[config.mk]
export PLATFORM = sky130hd
export DESIGN_NAME = selector_arbiter
export DESIGN_NICKNAME = d
export VERILOG_FILES = /design/src/rtl/selector_arbiter.sv
export SDC_FILE = /design/constraint.sdc
export NUM_CORES = 1
export LEC_CHECK = 0
export BUFFER_PORTS_ARGS = -buffer_cell sky130_fd_sc_hd__buf_4
export CORE_MARGIN = 1
export CORE_UTILIZATION = 50
export CTS_BUF_LIST = sky130_fd_sc_hd__clkbuf_4
export DETAILED_ROUTE_END_ITERATION = 10
export HOLD_SLACK_MARGIN = 0.1
export PLACE_DENSITY = 0.84
export SLEW_MARGIN = 30
export SYNTH_ARGS = -nofsm -noshare
export SYNTH_HDL_FRONTEND = slang
export SYNTH_SLANG_ARGS = --single-unit
[constraint.sdc]
create_clock -name clk -period 6.5 [get_ports clk]
set_input_delay 0.325 -clock clk [delete_from_list [all_inputs] [get_ports clk]]
set_output_delay 0.325 -clock clk [all_outputs]
set_load 0.005 [all_outputs]
[src/rtl/selector_arbiter.sv]
// Round-robin arbiter sharing one address selector among N_REQ requesters.
// Each grant latches its address, waits a settle time, then drives sel_valid until released.
module selector_arbiter #(
  parameter int unsigned N_REQ  = 4,
  parameter int unsigned ADDR_W = 14,
  parameter int unsigned CNT_W  = 8
) (
  input  logic                      clk,
  input  logic                      rst,
  input  logic [N_REQ-1:0]          req,
  input  logic [N_REQ*ADDR_W-1:0]   req_addr,
  input  logic [CNT_W-1:0]          settle_cycles,
  output logic [ADDR_W-1:0]         sel_addr,
  output logic                      sel_valid,
  output logic [N_REQ-1:0]          gnt,
  output logic [N_REQ-1:0]          done,
  output logic                      busy
);

  localparam int unsigned IDX_W = (N_REQ > 1) ? $clog2(N_REQ) : 1;

  typedef enum logic [1:0] {IDLE, SETTLE, ACTIVE} state_t;

  state_t            state;
  logic [IDX_W-1:0]  last;
  logic [CNT_W-1:0]  cnt;
  logic [IDX_W-1:0]  pick;
  logic [N_REQ-1:0]  pick_oh;
  logic [ADDR_W-1:0] pick_addr;
  logic              held;

  // gnt is one-hot of the current winner, so this is req[winner] while granted
  assign held = |(req & gnt);

  always_comb begin
    logic        found;
    int unsigned idx;
    found     = 1'b0;
    idx       = 0;
    pick      = '0;
    pick_oh   = '0;
    pick_addr = '0;
    for (int unsigned k = 1; k <= N_REQ; k++) begin
      idx = (32'(last) + k) % N_REQ;
      if (!found && req[idx]) begin
        found        = 1'b1;
        pick         = IDX_W'(idx);
        pick_oh[idx] = 1'b1;
        pick_addr    = req_addr[idx*ADDR_W +: ADDR_W];
      end
    end
  end

  always_ff @(posedge clk) begin
    if (rst) begin
      state     <= IDLE;
      sel_addr  <= '0;
      sel_valid <= 1'b0;
      gnt       <= '0;
      done      <= '0;
      busy      <= 1'b0;
      cnt       <= '0;
      last      <= IDX_W'(N_REQ - 1);
    end else begin
      case (state)
        IDLE: begin
          done <= '0;
          if (|req) begin
            state    <= SETTLE;
            gnt      <= pick_oh;
            sel_addr <= pick_addr;
            cnt      <= settle_cycles;
            last     <= pick;
            busy     <= 1'b1;
          end
        end
        SETTLE: begin
          if (!held) begin
            state <= IDLE;
            gnt   <= '0;
            busy  <= 1'b0;
          end else if (cnt == '0) begin
            state     <= ACTIVE;
            sel_valid <= 1'b1;
            done      <= gnt;
          end else begin
            cnt <= cnt - 1'b1;
          end
        end
        ACTIVE: begin
          done <= '0;
          if (!held) begin
            state     <= IDLE;
            gnt       <= '0;
            sel_valid <= 1'b0;
            busy      <= 1'b0;
          end
        end
        default: begin
          state     <= IDLE;
          gnt       <= '0;
          done      <= '0;
          sel_valid <= 1'b0;
          busy      <= 1'b0;
        end
      endcase
    end
  end

endmodule

==> flow_summary.ini <==
[run_status]
status = finished, final reports clean

[worst_setup_path]
max_stage_delay_ps = 910
critical_path_class = register to register
crit_chain = buf_12, inv_1, ha_1, buf_4, mux4_2, or4b_1, nand2_1, or3_1, nand3_1
path_buf_inv = 3
end_kind = register
crit_arrival_ps = 4300
regToRegSetupSlack_ps = 2450
reg2reg_from = last[0]
reg2regPathDepth = 9
r2r-end = last[0]
cp_max_fo = 43
cp_slowest_cell = or4b_1
cp.required_ps = 6750
crit_path_start = last[0]
crit_end = last[0]
critPathLaunchType = register
cp_num_cells = 9
crit_family = simple AND/OR/NAND/NOR gates

[synth]
syn_inst = 382
synth_edf_count = 0
synth_ff_type = dfxtp_1
syn_avg_cell_area_um2 = 10.29
synthDistinctLibCells = 49
async_flop_share_pct = 0
synth_seq_area_share_pct = 18.34
synth_nets = 465
netlist_area_um2 = 3930
synth_warnings = 0
synth-seq-cells = 36

[die]
start_util_pct = 53.05
die_h_um = 90.66
io_pins = 94
die_width_um = 90.66
fp.dieArea_um2 = 8218
core_um2 = 7408
rows = 31

[timing]
setup_viol = 0
tightest_slew_ps = 737.0
fmax_mhz = 247.0
fin_crit_ps = 4048
post-route-period-util_pct = 62.28
hold_viol = 0
relSlewSlack_pct = 50.87
finalClockSkew_ps = 10.65
holdWs_ps = 314.8
tns_ps = 0
slew_viol_final = 0
rsz0062_at_grt = false

[clocking]
cts_root_buf = clkbuf_4
cts_htree_levels = 2
post_cts_buffers = 0
cts_tree = done
cts_resized = 0
insertion_delay_ps = 360
cts_hold_buffers = 0
cts.clk_slew.worst_paths_ps = 120
numCtsBuffers = 5
cts.sinks = 36
cts_max_path_buffers = 2

[route]
wl_per_cell_um = 18.42
drt-initial-drc-count = 361
antenna_left = 0
wirelength_mm = 10.06
vias_per_cell = 6.581
drt_first_pass_iters = 5
vias = 3593
drc = 0

[final_layout]
mostFrequentLayoutCell = buf_4
fill_cells = 602
fin_util_pct = 63.20
fin_nets = 529
area_growth_pct = 19.13
drive_gt1_share_pct = 42.06
num_antenna_cells = 0
mostFrequentLayoutCells = buf_4, mux4_2, a21oi_1, dfxtp_1, nand2_1

[pwr]
comb_power_share_pct = 71.0
power.leakage_uw = 0.001842
ir_drop_v = 0.0002184
powerDensity_nw_per_um2 = 471.8
power.switching_uw = 991.9
power_frac_seq_pct = 21.5
swShare_pct = 44.91
fin_total_pwr_uw = 2209
clkPwrFrac_pct = 7.5
p_int_uw = 1217

[place]
place.gp.congestion = 0.8500
hpwlAfterDp_mm = 7.055
port_buffers = 93

[min_path]
hold_class = input port to register

[grt]
grt_pass1_wl_mm = 16.09
grtUsageTotal_pct = 24.19
grt_pass1_vias = 3307
overflow = 0
grt_max_degree = 44
antenna_found_initial = 0

[flow_run]
maxCapViolCount = 0
-- worst register-to-register path: stages, from the launching register on --
cell and delay (ps):
dfxtp_4 810, buf_12 300, inv_1 130, ha_1 330, buf_4 410, mux4_2 630, or4b_1 920, nand2_1 240
or3_1 130, nand3_1 60
-- sequential cells by signal, summed over array words and instances (netlist names) --
register / cells
done: 4
state: 2
last: 2
busy: 1
gnt: 4
sel_addr: 14
sel_valid: 1
cnt: 8
-- power groups by stage --
stage               registers [uW]  logic [uW]  clock network [uW]
finish                         474        1570                 167
global route                   497        1690                 178
CTS                            474        1550                 168
detailed placement             479        1540                   0
global placement               507        1450                   0
floorplan                      366        1330                   0
-- per-layer routing --
layer / global-route usage, % / vias to the layer above / share of wire (%)
met5: 0 / - / 0
met1: 31.69 / 1728 / 40
li1: - / 1635 / -
met4: 8.065 / 0 / 2.0
met2: 40.85 / 209 / 50
met3: 3.704 / 21 / 7.7
-- cell usage after synthesis, drive strengths merged, types with 2 or more instances --
| cell | n | area share [%] |
|---|---|---|
| a2111o | 3 | 0.86 |
| a211oi | 16 | 4.3 |
| a21o | 2 | 0.38 |
| a21oi | 38 | 4.8 |
| a22o | 4 | 0.89 |
| a22oi | 2 | 0.38 |
| buf | 18 | 2.9 |
| clkbuf | 20 | 1.9 |
| dfxtp | 36 | 18 |
| ha | 13 | 4.1 |
| inv | 10 | 0.96 |
| mux2 | 2 | 0.57 |
| mux2i | 20 | 5.1 |
| mux4 | 60 | 34 |
| nand2 | 29 | 2.8 |
| nand2b | 2 | 0.32 |
| nand3 | 3 | 0.38 |
| nand3b | 4 | 0.76 |
| nor2 | 29 | 2.8 |
| nor2b | 3 | 0.48 |
| nor4 | 3 | 0.48 |
| o211ai | 14 | 2.7 |
| o21ai | 26 | 3.3 |
| or3 | 4 | 0.70 |
| or4 | 2 | 0.51 |
| or4b | 2 | 0.60 |
| xnor2 | 3 | 0.67 |
-- worst min-delay path by stage --
stage                                start  endpoint  slack [ps]  depth (start not counted)
after floorplan                        rst    cnt[4]         430                          1
after global placement              cnt[1]    cnt[1]         480                          2
after detailed placement            gnt[2]    gnt[2]         490                          2
after CTS                 settle_cycles[4]    cnt[4]         310                          3
after global routing      settle_cycles[4]    cnt[4]         320                          3
final                     settle_cycles[4]    cnt[4]         310                          3
-- layout make-up --
type / instances / area [um2] / share of cell area [%]
clock buffer: 6 / 45.04 / 0.9621
clock inverter: 2 / 35.03 / 0.7483
inverter: 10 / 37.54 / 0.8017
multi-input combinational: 298 / 2987 / 63.79
sequential: 36 / 728.2 / 15.55
tap: 99 / 123.9 / 2.646
timing repair buffer: 95 / 725.7 / 15.50
-- cell families (layout without fill, tap and decap cells) --
kind of cell | count (synthesis) | in the layout | synth area share (%)
buffers and inverters | 48 | 113 | 5.731
adders and majority gates | 13 | 13 | 4.139
muxes | 82 | 82 | 40.05
AOI/OAI and AO/OA | 113 | 113 | 19.87
and+or+nand+nor | 86 | 86 | 10.98
DFF | 36 | 36 | 18.34
xor gates and xnor gates | 4 | 4 | 0.8916
-- stage by stage --
step | worst slack (ps) | cells | area, um2
floorplan | 2798 | 382 | 3930
global placement | 2434 | 537 | 4577
detailed placement | 2366 | 538 | 4599
CTS | 2349 | 546 | 4679
global route | 2187 | 546 | 4682
finish | 2452 | 546 | 4682
Note: power is estimated with default switching activity, not from simulation.
